### src/rtl/vga_pkg.sv
// Shared definitions for the VGA timing controller.
// Provides frame geometry helpers (HTOTAL/VTOTAL/HSTART/VSTART), the
// controller state enum and the built-in colour-bar palette.
// Optional feature macro used by the controller: VGA_TEST_PATTERN_EN.
package vga_pkg;

    // Controller state: waiting for the FIFO to fill, or scanning frames.
    typedef enum logic {
        WAIT_FILL = 1'b0,
        RUN       = 1'b1
    } state_t;

    localparam int unsigned NUM_BARS = 8;

    // Bar colours left to right: white, yellow, cyan, green, magenta, red, blue, black.
    localparam logic [23:0] BAR_COLORS [NUM_BARS] = '{
        24'hFFFFFF, 24'hFFFF00, 24'h00FFFF, 24'h00FF00,
        24'hFF00FF, 24'hFF0000, 24'h0000FF, 24'h000000
    };

    // Total pixels (or lines) in one period including porches and sync.
    function automatic int unsigned calc_total(
        input int unsigned disp,
        input int unsigned fp,
        input int unsigned pulse,
        input int unsigned bp
    );
        return disp + fp + pulse + bp;
    endfunction

    // First active position: blanking precedes the visible region.
    function automatic int unsigned calc_start(
        input int unsigned fp,
        input int unsigned pulse,
        input int unsigned bp
    );
        return fp + pulse + bp;
    endfunction

    // Offset into the active region where colour bar idx begins.
    function automatic int unsigned bar_bound(
        input int unsigned disp,
        input int unsigned idx
    );
        return (idx * disp) / NUM_BARS;
    endfunction

endpackage

### src/rtl/vga_sync_2ff.sv
// Two-flop synchroniser for a single level signal crossing into clk.
// Ports:
//   clk - destination clock
//   rst - asynchronous active-high reset, clears both stages
//   d   - asynchronous input level
//   q   - synchronised level, two clk cycles of latency
module vga_sync_2ff (
    input  logic clk,
    input  logic rst,
    input  logic d,
    output logic q
);

    logic meta;

    // Metastability filter: first stage may resolve late, second stage is clean.
    always_ff @(posedge clk or posedge rst) begin
        if (rst) begin
            meta <= 1'b0;
            q    <= 1'b0;
        end else begin
            meta <= d;
            q    <= meta;
        end
    end

endmodule

### src/rtl/vga_timing_ctrl.sv
// Pixel-domain video timing controller.
// Generates HS/VS/BLANK from configurable timings, pops pixels from a
// first-word-fall-through FIFO during active video, substitutes a fixed
// colour on underflow and counts underflows. Scanning starts only after
// the FIFO reports filled and stops only on a frame boundary when en is low.
// Optional macro VGA_TEST_PATTERN_EN adds an 8-bar colour pattern selected
// per frame by pattern_sel; without it pattern_sel is ignored.
// Ports:
//   pixel_clk, pixel_rst - pixel clock, async active-high reset
//   en                   - display enable, sampled at frame end
//   fifo_ready           - FIFO filled indication (foreign domain)
//   rdata, rempty        - FIFO head word and empty flag
//   read                 - FIFO pop (combinational)
//   pattern_sel          - test pattern request
//   HS, VS, BLANK, RGB   - registered video outputs (BLANK=1 is active)
//   frame_start          - one-cycle pulse after the first pixel of a frame
//   underflow            - sticky underflow flag
//   underflow_cnt        - saturating underflow count
module vga_timing_ctrl
    import vga_pkg::*;
#(
    parameter int unsigned      HDISP           = 800,
    parameter int unsigned      VDISP           = 480,
    parameter int unsigned      HFP             = 40,
    parameter int unsigned      HPULSE          = 48,
    parameter int unsigned      HBP             = 40,
    parameter int unsigned      VFP             = 13,
    parameter int unsigned      VPULSE          = 3,
    parameter int unsigned      VBP             = 29,
    parameter bit               HS_POL          = 1'b0,
    parameter bit               VS_POL          = 1'b0,
    parameter int unsigned      RGB_W           = 24,
    parameter logic [RGB_W-1:0] UNDERFLOW_COLOR = RGB_W'(24'hFF00FF)
) (
    input  logic             pixel_clk,
    input  logic             pixel_rst,
    input  logic             en,
    input  logic             fifo_ready,
    input  logic [RGB_W-1:0] rdata,
    input  logic             rempty,
    output logic             read,
    input  logic             pattern_sel,
    output logic             HS,
    output logic             VS,
    output logic             BLANK,
    output logic [RGB_W-1:0] RGB,
    output logic             frame_start,
    output logic             underflow,
    output logic [15:0]      underflow_cnt
);

    localparam int unsigned HTOTAL = calc_total(HDISP, HFP, HPULSE, HBP);
    localparam int unsigned VTOTAL = calc_total(VDISP, VFP, VPULSE, VBP);
    localparam int unsigned HSTART = calc_start(HFP, HPULSE, HBP);
    localparam int unsigned VSTART = calc_start(VFP, VPULSE, VBP);
    localparam int unsigned HW     = $clog2(HTOTAL);
    localparam int unsigned VW     = $clog2(VTOTAL);
    localparam int unsigned CNT_W  = 16;

    localparam logic [HW-1:0]    H_LAST   = HW'(HTOTAL - 1);
    localparam logic [HW-1:0]    H_SYNC_S = HW'(HFP);
    localparam logic [HW-1:0]    H_SYNC_E = HW'(HFP + HPULSE);
    localparam logic [HW-1:0]    H_ACT_S  = HW'(HSTART);
    localparam logic [VW-1:0]    V_LAST   = VW'(VTOTAL - 1);
    localparam logic [VW-1:0]    V_SYNC_S = VW'(VFP);
    localparam logic [VW-1:0]    V_SYNC_E = VW'(VFP + VPULSE);
    localparam logic [VW-1:0]    V_ACT_S  = VW'(VSTART);
    localparam logic [CNT_W-1:0] CNT_MAX  = '1;

    state_t           state;
    state_t           state_nx;
    logic [HW-1:0]    h;
    logic [HW-1:0]    h_nx;
    logic [VW-1:0]    v;
    logic [VW-1:0]    v_nx;
    logic             ready_sync;
    logic             pattern_active;
    logic [RGB_W-1:0] bar_rgb;

    logic             in_hs;
    logic             in_vs;
    logic             active;
    logic             frame_last;
    logic             underflow_c;

    logic             hs_d;
    logic             vs_d;
    logic             blank_d;
    logic [RGB_W-1:0] rgb_d;
    logic             fs_d;
    logic             uf_d;
    logic [CNT_W-1:0] cnt_d;

    // fifo_ready comes from the write clock domain.
    vga_sync_2ff u_ready_sync (
        .clk (pixel_clk),
        .rst (pixel_rst),
        .d   (fifo_ready),
        .q   (ready_sync)
    );

    // Position decode of the current counter state.
    assign in_hs      = (h >= H_SYNC_S) && (h < H_SYNC_E);
    assign in_vs      = (v >= V_SYNC_S) && (v < V_SYNC_E);
    assign active     = (h >= H_ACT_S) && (v >= V_ACT_S);
    assign frame_last = (h == H_LAST) && (v == V_LAST);

    // State register.
    always_ff @(posedge pixel_clk or posedge pixel_rst) begin
        if (pixel_rst) begin
            state <= WAIT_FILL;
        end else begin
            state <= state_nx;
        end
    end

    // Next state: en is only honoured at the last pixel of a frame.
    always_comb begin
        state_nx = state;
        case (state)
            WAIT_FILL: if (ready_sync && en) state_nx = RUN;
            RUN:       if (frame_last && !en) state_nx = WAIT_FILL;
            default:   state_nx = WAIT_FILL;
        endcase
    end

    // Raster counters: held at origin while waiting, free-running otherwise.
    always_comb begin
        h_nx = '0;
        v_nx = '0;
        if (state == RUN) begin
            if (h == H_LAST) begin
                h_nx = '0;
                v_nx = (v == V_LAST) ? '0 : v + VW'(1);
            end else begin
                h_nx = h + HW'(1);
                v_nx = v;
            end
        end
    end

    always_ff @(posedge pixel_clk or posedge pixel_rst) begin
        if (pixel_rst) begin
            h <= '0;
            v <= '0;
        end else begin
            h <= h_nx;
            v <= v_nx;
        end
    end

`ifdef VGA_TEST_PATTERN_EN
    logic [HW-1:0] h_off;
    logic [2:0]    bar_idx;

    // Pattern selection is frozen for the whole frame at its first pixel.
    always_ff @(posedge pixel_clk or posedge pixel_rst) begin
        if (pixel_rst) begin
            pattern_active <= 1'b0;
        end else if ((state == RUN) && (h == '0) && (v == '0)) begin
            pattern_active <= pattern_sel;
        end
    end

    // Bar index by comparing against constant boundaries; the last one passed wins.
    assign h_off = h - H_ACT_S;

    always_comb begin
        bar_idx = '0;
        for (int unsigned i = 1; i < NUM_BARS; i++) begin
            if (h_off >= HW'(bar_bound(HDISP, i))) begin
                bar_idx = 3'(i);
            end
        end
    end

    assign bar_rgb = RGB_W'(BAR_COLORS[bar_idx]);
`else
    logic unused_pattern_sel;

    assign unused_pattern_sel = pattern_sel;
    assign pattern_active     = 1'b0;
    assign bar_rgb            = '0;
`endif

    // Output decode: FIFO pop, underflow detection and next register values.
    always_comb begin
        read        = 1'b0;
        underflow_c = 1'b0;
        hs_d        = ~HS_POL;
        vs_d        = ~VS_POL;
        blank_d     = 1'b0;
        rgb_d       = '0;
        fs_d        = 1'b0;
        uf_d        = underflow;
        cnt_d       = underflow_cnt;
        if (state == RUN) begin
            if (in_hs) hs_d = HS_POL;
            if (in_vs) vs_d = VS_POL;
            fs_d = (h == '0) && (v == '0);
            if (active) begin
                blank_d = 1'b1;
                if (pattern_active) begin
                    rgb_d = bar_rgb;
                end else if (rempty) begin
                    underflow_c = 1'b1;
                    rgb_d       = UNDERFLOW_COLOR;
                end else begin
                    read  = 1'b1;
                    rgb_d = rdata;
                end
            end
        end
        if (underflow_c) begin
            uf_d = 1'b1;
            if (underflow_cnt != CNT_MAX) cnt_d = underflow_cnt + CNT_W'(1);
        end
    end

    // Output registers: one cycle behind the counter state.
    always_ff @(posedge pixel_clk or posedge pixel_rst) begin
        if (pixel_rst) begin
            HS            <= ~HS_POL;
            VS            <= ~VS_POL;
            BLANK         <= 1'b0;
            RGB           <= '0;
            frame_start   <= 1'b0;
            underflow     <= 1'b0;
            underflow_cnt <= '0;
        end else begin
            HS            <= hs_d;
            VS            <= vs_d;
            BLANK         <= blank_d;
            RGB           <= rgb_d;
            frame_start   <= fs_d;
            underflow     <= uf_d;
            underflow_cnt <= cnt_d;
        end
    end

endmodule

### config.mk
export PLATFORM = sky130hd
export DESIGN_NAME = vga_timing_ctrl
export DESIGN_NICKNAME = d
export VERILOG_FILES = /design/src/rtl/vga_pkg.sv /design/src/rtl/vga_sync_2ff.sv /design/src/rtl/vga_timing_ctrl.sv
export SDC_FILE = /design/constraint.sdc
export NUM_CORES = 1
export LEC_CHECK = 0
export ABC_AREA = 1
export CAP_MARGIN = 20
export CORE_MARGIN = 8
export CORE_UTILIZATION = 47
export CTS_BUF_LIST = sky130_fd_sc_hd__clkbuf_4
export DETAILED_ROUTE_END_ITERATION = 7
export PLACE_DENSITY = 0.87
export SLEW_MARGIN = 20
export SYNTH_ARGS = -nofsm -noshare
export SYNTH_HDL_FRONTEND = slang
export SYNTH_SLANG_ARGS = --single-unit
### constraint.sdc
create_clock -name pixel_clk -period 2.1 [get_ports pixel_clk]
set_clock_uncertainty 0.05 [all_clocks]
set_input_delay 0.21 -clock pixel_clk [delete_from_list [all_inputs] [get_ports pixel_clk]]
set_output_delay 0.21 -clock pixel_clk [all_outputs]
set_load 0.05 [all_outputs]
After elaboration in Yosys (flattened, before gate mapping)
Cells that the tools add are included.
{"block": "word_totals", "regBits": 68, "inputBits": 30, "out_inout_bits": 46}
{"block": "op_classes", "add_sub_neg": 3, "magnitude_cmp": 6, "eq_ne": 4, "mux": 24, "n_bitwise": 1, "n_reduce_logical": 11}
{"cell": "$mux W24", "n": 3}
{"cell": "$mux W10", "n": 5}
{"cell": "$add A10 B1 Y10 const B", "n": 2}
{"cell": "$eq A10 B10 Y1 const B", "n": 2}
{"cell": "$ge A10 B6 Y1 const B", "n": 2}
{"cell": "$logic_not A10 Y1", "n": 2}
{"cell": "$add A16 B1 Y16 const B", "n": 1}
{"cell": "$ne A16 B16 Y1 const B", "n": 1}
{"cell": "$mux W1", "n": 15}
{"cell": "$ge A10 B4 Y1 const B", "n": 1}
{"cell": "$ge A10 B8 Y1 const B", "n": 1}
{"cell": "$lt A10 B5 Y1 const B", "n": 1}
{"cell": "$lt A10 B7 Y1 const B", "n": 1}
{"cell": "$logic_and A1 B1 Y1", "n": 7}
{"cell": "$ne A2 B1 Y1 const B", "n": 1}
{"cell": "$pmux W1 S2", "n": 1}
{"cell": "$reduce_and A2 Y1", "n": 1}
{"cell": "$logic_not A1 Y1", "n": 1}
{"cell": "$not A1 Y1", "n": 1}

Depth between registers and ports, before layout
Gate-level depths: netlist of run 1.
{"block": "logic_depth", "ltp_word": 5, "depth_mapped": 13, "mapped_depth_nobuf": 12}

Hierarchy
A second synthesis of run 1 with hierarchy kept.
{"block": "unflattened", "hier_cells": 408, "hier_area_um2": 3288.2}
{"module": "vga_timing_ctrl", "instances": 1, "cells_each": 405, "area_each_um2": 3234.4}
{"module": "vga_sync_2ff", "instances": 1, "cells_each": 3, "area_each_um2": 53.8}

Worst setup path after synthesis of run 1
Ideal clock, no wire load.
{"block": "synth_timing", "kind": "reg2reg", "from": "register v[0]", "to": "register RGB[10]", "setup_time_ns": 0.078, "arrival_time_ns": 2.212, "required_time_ns": 1.972, "path_slack_ns": -0.241, "path_stages_with_launch": 12, "n_path_buf": 0, "synth_period_minus_slack_ns": 2.341, "path_cell_list": "dfrtp_1 inv_1 ha_1 inv_1 nor2_1 nor2_2 nand2_1 nand2_2 nand2_2 nor2_1 inv_1 nor2_1"}
{"block": "synth_between", "elab_chain_cells": 4}
{"item": "from (decl)", "line_no": "vga_timing_ctrl.sv:74", "rtl": "logic [VW-1:0] v;"}
{"item": "from (signal assigned)", "line_no": "vga_timing_ctrl.sv:148", "rtl": "v <= v_nx;"}
{"item": "$ge A10 B6 Y1", "line_no": "vga_timing_ctrl.sv:105", "rtl": "assign active = (h >= H_ACT_S) && (v >= V_ACT_S);"}
{"item": "$logic_and A1 B1 Y1", "line_no": "vga_timing_ctrl.sv:105"}
{"item": "$mux W24", "line_no": "vga_timing_ctrl.sv:201", "rtl": "if (active) begin"}
{"item": "$mux W24", "line_no": "vga_timing_ctrl.sv:197", "rtl": "if (state == RUN) begin"}
{"item": "via rgb_d[10]", "line_no": "vga_timing_ctrl.sv:89", "rtl": "logic [RGB_W-1:0] rgb_d;"}
{"item": "to (signal assigned)", "line_no": "vga_timing_ctrl.sv:234", "rtl": "RGB <= rgb_d;"}
{"item": "to (decl)", "line_no": "vga_timing_ctrl.sv:46", "rtl": "output logic [RGB_W-1:0] RGB,"}
The timed path passes the listed nets, and every way through them passes these cells.
A chain may end at the register's enable or synchronous reset.

Worst setup path after layout of run 1
{"block": "layout_timing", "from": "register v[0]", "to": "output port read"}
{"block": "layout_between", "elab_chain_cells": 4}
{"item": "$ge A10 B6 Y1", "line_no": "vga_timing_ctrl.sv:105"}
{"item": "$logic_and A1 B1 Y1", "line_no": "vga_timing_ctrl.sv:105"}
{"item": "$mux W1", "line_no": "vga_timing_ctrl.sv:201"}
{"item": "$mux W1", "line_no": "vga_timing_ctrl.sv:197"}
{"item": "to (decl)", "line_no": "vga_timing_ctrl.sv:41", "rtl": "output logic read,"}
No other way between the ends.

==> out/metrics.cfg, run 1 <==
[run_status]
status=finished, final reports clean

[drt]
finalWirelength_mm=8.33
dr.pass1.iters=4
drcViolationCount=0
avgRoutedWirePerCell_um=13.9
vias_per_cell=4.94
vias=2958
drt_iter0_markers=139
drt.antenna.violating_nets=0

[sta]
finalSetupViolations=0
rsz0062_at_grt=true
min_period_over_period_pct=97.7
slew_headroom_pct=63.5
period_minus_slack_ns=2.05
hold_viol=0
fmax_mhz=487
slew_viol_final=0
tightest_slew_ns=0.546

[synth]
synth_area_leader_cell=dfrtp_1
ys_seq_elements=68
netlist_instances=402
synth_top_area_share_pct=50.0
ys_seq_area_share_pct=51.6
async_reset_ff_share_pct=100
synth_warnings=0
syn_nets=438
yosys.cell_types.count=30
synth_flop_cell=dfrtp_1
synth_area_leaders=dfrtp_1 (50%), nand2_1 (15%), nor2_1 (5.2%)
synth.cell_area_um2=3300
synth.avg_cell_area_um2=8.22
synth_edf_count=0

[power]
vdd_drop_max_mv=0.373
totalPowerFinal_mw=2.48
p_leak_nw=2.26
power_density_nw_per_um2=551

[die]
rows=30
dieArea_um2=9970
core-area_um2=6790
chipWidth_um=99.9
start_util_pct=48.6
die_h_um=99.9
boundaryPins=76

[hold_path]
hold_path_class=in -> async

[clocking]
insertion_delay_ns=0.42
clockBufferDepth=2
cts_tree=yes
ctsHtreeMaxLevel=3
clock_sinks=68
clk_pin_slew_ns=0.12
cts-root-buf=clkbuf_4
numCtsBuffers=9

[setup_path]
required_ns=1.84
path_max_fanout=5
cp-start-kind=flop
r2r-end=underflow_cnt[14]
reg2reg_slack_ns=0.18
cp-endpoint=read
startpoint=v[0]
ff2ff_path_depth=13
r2r-start=v[0]
setup.worst_path.end_class=output port
setup.worst_path.class=reg -> out
critPathArrivalTime_ns=1.79

[final_layout]
drive_above_1_share_pct=11.7
fin_nets=534
syn_to_final_growth_pct=36.3
n_antenna_cell=0
final_cells=599

[place]
place.gp.congestion=0.971
dp_hpwl_mm=6.06
placedCellCount=574
port-buffer-count=74

[global_routing]
grt_pass1_wl_mm=13.7
track_usage_pct=17.2
grt_max_degree=22
grt_antenna_before_repair=0
grt_pass1_vias=2992
grt.overflow.total=0

[job]
maxCapViolations=0

[report_power, final]
part	switching [mW]	internal [mW]
sequential	0.000446	1.31
clock	0.483	0.598
combinational	0.0384	0.0538
[worst max-delay path, cell delays in order (launching register included)]
cell and delay, ns:
dfrtp_1 0.40, buf_4 0.15, ha_1 0.14, nor2_1 0.04
nor2_2 0.11, nand2_1 0.09, nand2_2 0.09, nand2_4 0.06
nor2_4 0.13, buf_12 0.15
[state kept, by name, summed over array words and instances (netlist names)]
register	flops
state	1
BLANK	1
RGB	24
frame_start	1
h	10
HS	1
VS	1
v	10
underflow_cnt	16
u_ready_sync.q	1
u_ready_sync.meta	1
underflow	1
[kinds of logic (layout without fill, tap and decap cells)]
family	after synthesis	after routing	synth area share [%]
flops	68	68	51.6
xor+xnor	18	18	4.77
compound gates	18	18	2.88
fa+ha+maj	6	6	2.27
buf+inv	51	152	6.47
simple gates	241	241	32.0
[area by class of cell]
| class | count | area [um2] |
|---|---|---|
| clock buffers | 9 | 67.6 |
| inverters | 43 | 164 |
| fillers | 533 | 2290 |
| clock inverters | 7 | 115 |
| well taps | 96 | 120 |
| multi-input cells | 283 | 1410 |
| flip-flops and latches | 68 | 1700 |
| repair buffers | 93 | 921 |
[through the flow]
step / instance area [um2] / setup WS (ns) / hold WS, ns / setup TNS (ns) / util (%)
after CTS: 4460 / 0.00990 / 0.0404 / 0 / 65.7
after floorplan: 3310 / 0.0580 / 0.191 / 0 / -
after global routing: 4510 / -0.0342 / 0.0851 / -0.0342 / 66.3
after global placement: 4230 / 0.239 / 0.284 / 0 / 62.2
final: 4510 / 0.0475 / 0.0520 / 0 / 66.3
after detailed placement: 4230 / 0.190 / 0.303 / 0 / 62.2
[placed cells by master (no fill, tap or decap), drive strengths merged, types with 6 or more instances in the layout]
cell           netlist  routed
nand2              136     136
clkdlybuf4s50        0      72
dfrtp               66      66
nor2                50      50
inv                 43      43
nand3               26      26
buf                  6      20
nand4               14      14
o21ai               12      12
xor2                11      11
nor3                11      11
clkbuf               2       9
xnor2                7       7
ha                   6       6
[worst min-delay path by stage]
stage / end
finish: RGB[1]
global route: RGB[1]
CTS: RGB[1]
detailed placement: u_ready_sync.q
global placement: u_ready_sync.q
floorplan: u_ready_sync.meta
[routing by layer]
layer	up-vias	GRT usage, %	part of all wire (%)
li1	1457	-	-
met1	1374	19.4	40
met2	107	29.5	51
met3	20	4.78	6.1
met4	0	7.57	2.2
met5	-	0	0
[what timing repair did]
item	in CTS	in global routing
hold buffers	0	0
setup buffers	4	5
pin swaps	3	5
gates resized for setup	7	2
setup endpoints to repair	1	2
[cells in the mapped netlist, types with 3 or more instances]
master	count
a21oi_1	4
buf_2	4
nand3_1	23
o21ai_0	10
dfrtp_1	66
ha_1	6
nor2_2	3
inv_1	41
nand2_2	3
nand4_1	14
nand2_1	133
nor2_1	46
xor2_1	11
xnor2_1	7
nor3_1	9
No activity file was read; power rests on OpenSTA's default activity.
==> run 2: changes to the inputs <==
--- a/config.mk
+++ b/config.mk
@@ -12,7 +12,7 @@
 export CTS_BUF_LIST = sky130_fd_sc_hd__clkbuf_4
 export DETAILED_ROUTE_END_ITERATION = 7
 export PLACE_DENSITY = 0.87
-export SLEW_MARGIN = 20
+export RECOVER_POWER = 25
 export SYNTH_ARGS = -nofsm -noshare
 export SYNTH_HDL_FRONTEND = slang
 export SYNTH_SLANG_ARGS = --single-unit
==> run 2 against run 1 <==
Net effect:
- first-iteration DRC count fell by 1.4%
- clock power is essentially flat
- final cell count rose by 0.17%
- sequential power barely moved
- worst hold slack improved by 0.19 ns
- utilization shrank 0.18 points
- worst setup slack got worse by 0.0031 ns
- non-clock buffer count is the same
- routed wire length about the same
- total power is 0.25% lower
- critical endpoint unchanged
- critical path depth did not move
- critical path type unchanged
==> out/metrics.cfg, run 2 (synthesis results as in run 1) <==
[sta]
min_period_over_period_pct=97.9  ; +0.15 points
finalWorstSetupSlack_ns=0.0444  ; -0.00313 ns
period_minus_slack_ns=2.06  ; +0.00313 ns
hold_viol=0  ; unchanged
fmax_mhz=486  ; -0.15%
slew_headroom_pct=41.1  ; -22 points
finalSetupViolations=0  ; unchanged
tightest_slew_ns=0.881  ; +0.335 ns
rsz0062_at_grt=true
slew_viol_final=0  ; unchanged

[drt]
dr.pass1.iters=4  ; unchanged
drt_iter0_markers=137  ; -1.4%
wl_met1_mm=3.38  ; +0.48%
avgRoutedWirePerCell_um=13.9  ; -0.19%
vias=2963  ; +0.17%
finalWirelength_mm=8.32  ; about the same
route.met3.wl_um=470  ; -7.7%
drcViolationCount=0  ; unchanged
vias_per_cell=4.94  ; about the same
top_layer=met4
dr_wl_met2_mm=4.28  ; +0.12%
drt.antenna.violating_nets=0  ; unchanged

[clocking]
clock_sinks=68  ; unchanged
clk_pin_slew_ns=0.11  ; about the same
cts_tree=yes
ctsHtreeMaxLevel=3  ; unchanged
cts-root-buf=clkbuf_4
insertion_delay_ns=0.42  ; about the same
clockBufferDepth=2  ; unchanged
numCtsBuffers=9  ; unchanged

[power]
swShare_pct=21.0  ; about the same
pwr-share-seq_pct=52.9  ; about the same
p_leak_nw=2.26  ; about the same
switching_power_uw=520  ; -0.34%
power_density_nw_per_um2=552  ; about the same
combPwrFrac_pct=3.5  ; -0.2 points
totalPowerFinal_mw=2.48  ; -0.25%
p_int_mw=1.96  ; -0.23%
vdd_drop_max_mv=0.372  ; -0.23%
p_clk_share_pct=43.6  ; about the same

[run_status]
status=finished, final reports clean

[setup_path]
setup.worst_path.end_class=output port
required_ns=1.84  ; about the same
cp-start-kind=flop
critPathArrivalTime_ns=1.80  ; about the same
setup.worst_path.class=reg -> out
path_max_fanout=5  ; unchanged

[die]
chipWidth_um=99.9  ; unchanged
start_util_pct=48.6  ; unchanged
die_h_um=99.9  ; unchanged
core-area_um2=6790  ; unchanged
dieArea_um2=9970  ; unchanged
boundaryPins=76  ; unchanged
rows=30  ; unchanged

[final_layout]
syn_to_final_growth_pct=36.0
final_cells=600  ; +0.17%
largest_register_ff_count=24  ; unchanged
n_fill_cell=536  ; +0.56%
fin_nets=534  ; unchanged
multi_input_area_um2=1410  ; unchanged
top_register=RGB
layout_common_cells=nand2_1 (133), clkdlybuf4s50_1 (70), dfrtp_1 (66)
fin_util_pct=66.1  ; -0.18 points
final_common_cell=nand2_1
drive_above_1_share_pct=10.9  ; -0.80 points
reg.largest.list=RGB x24, underflow_cnt x16
area.sequential_um2=1700  ; unchanged

[place]
placedCellCount=574  ; unchanged
port-buffer-count=74  ; unchanged
dp_hpwl_mm=6.06  ; unchanged
dpl_worst_slack_ns=0.190  ; unchanged
place.gp.congestion=0.971  ; unchanged

[global_routing]
track_usage_pct=17.2  ; unchanged
grt_pass1_vias=2992  ; unchanged
grt_max_degree=22  ; unchanged
grt_antenna_before_repair=1  ; +1
grt_pass1_wl_mm=13.7  ; unchanged
grt.overflow.total=0  ; unchanged

[hold_path]
hold_path_class=in -> reg

[job]
maxCapViolations=0  ; unchanged

==> run 2: cell count changes in the layout (fill, tap and decap cells not counted), sizes merged <==
cell           delta
buf               -3
clkbuf            +2
clkdlybuf4s50     -2
diode             +1
dlygate4sd3       +2
dlymetal6s2s      +1
==> run 2: path summary, 6_finish.rpt <==
kind,start,endpoint,slack [ns],depth (start not counted)
min in group asynchronous,pixel_rst,RGB[1],0.30,2
setup / recovery,v[0],read,0.04,9
hold / removal,rdata[11],RGB[11],0.24,3
max in group asynchronous,pixel_rst,v[2],0.41,3
hold reg to reg,u_ready_sync.meta,u_ready_sync.q,0.32,0
setup reg to reg,v[0],underflow_cnt[14],0.17,13
==> run 2: per-layer routing <==
metal  vias up  global-route usage [%]
met5         -                       0
met4         0                    7.57
met3        20                    4.78
met2        95                    29.5
met1      1384                    19.4
li1       1464                       -
==> run 2: area by class of cell <==
type                    count  area share (%)
flip-flops and latches     68            37.9
multi-input cells         283            31.5
repair buffers             93            20.2
inverters                  43            3.65
well taps                  96            2.67
clock inverters             7            2.56
clock buffers               9            1.50
diodes                      1          0.0557
==> run 2: critical path, stage by stage, from the launching register on <==
cell and delay (ns):
dfrtp_1 0.40, buf_4 0.15, ha_1 0.14, nor2_1 0.04, nor2_2 0.11, nand2_1 0.09, nand2_2 0.09, nand2_4 0.06
nor2_4 0.13, buf_12 0.15
==> run 2: power groups by stage <==
stage	logic [mW]	clock network, mW	registers (mW)
after global placement	0.0917	0	1.34
after CTS	0.0946	1.10	1.31
final	0.0868	1.08	1.31
after global routing	0.0970	1.14	1.31
after detailed placement	0.0935	0	1.34
after floorplan	0.0223	0	1.34
==> run 2: repair_timing <==
action                                  in CTS  in global routing
endpoints found under the setup margin       1                  2
setup buffers                                4                  5
hold buffers                                 0                  0
gates resized for setup                      7                  2
pin swaps                                    3                  5
==> run 2: metrics by stage <==
step           hold slack, ns  area (um2)  TNS, ns
5_1_grt                 0.234        4490  -0.0342
3_3_place_gp            0.284        4230        0
6_report                0.241        4490        0
4_1_cts                0.0404        4460        0
3_5_place_dp            0.303        4230        0
2_1_floorplan           0.191        3310        0
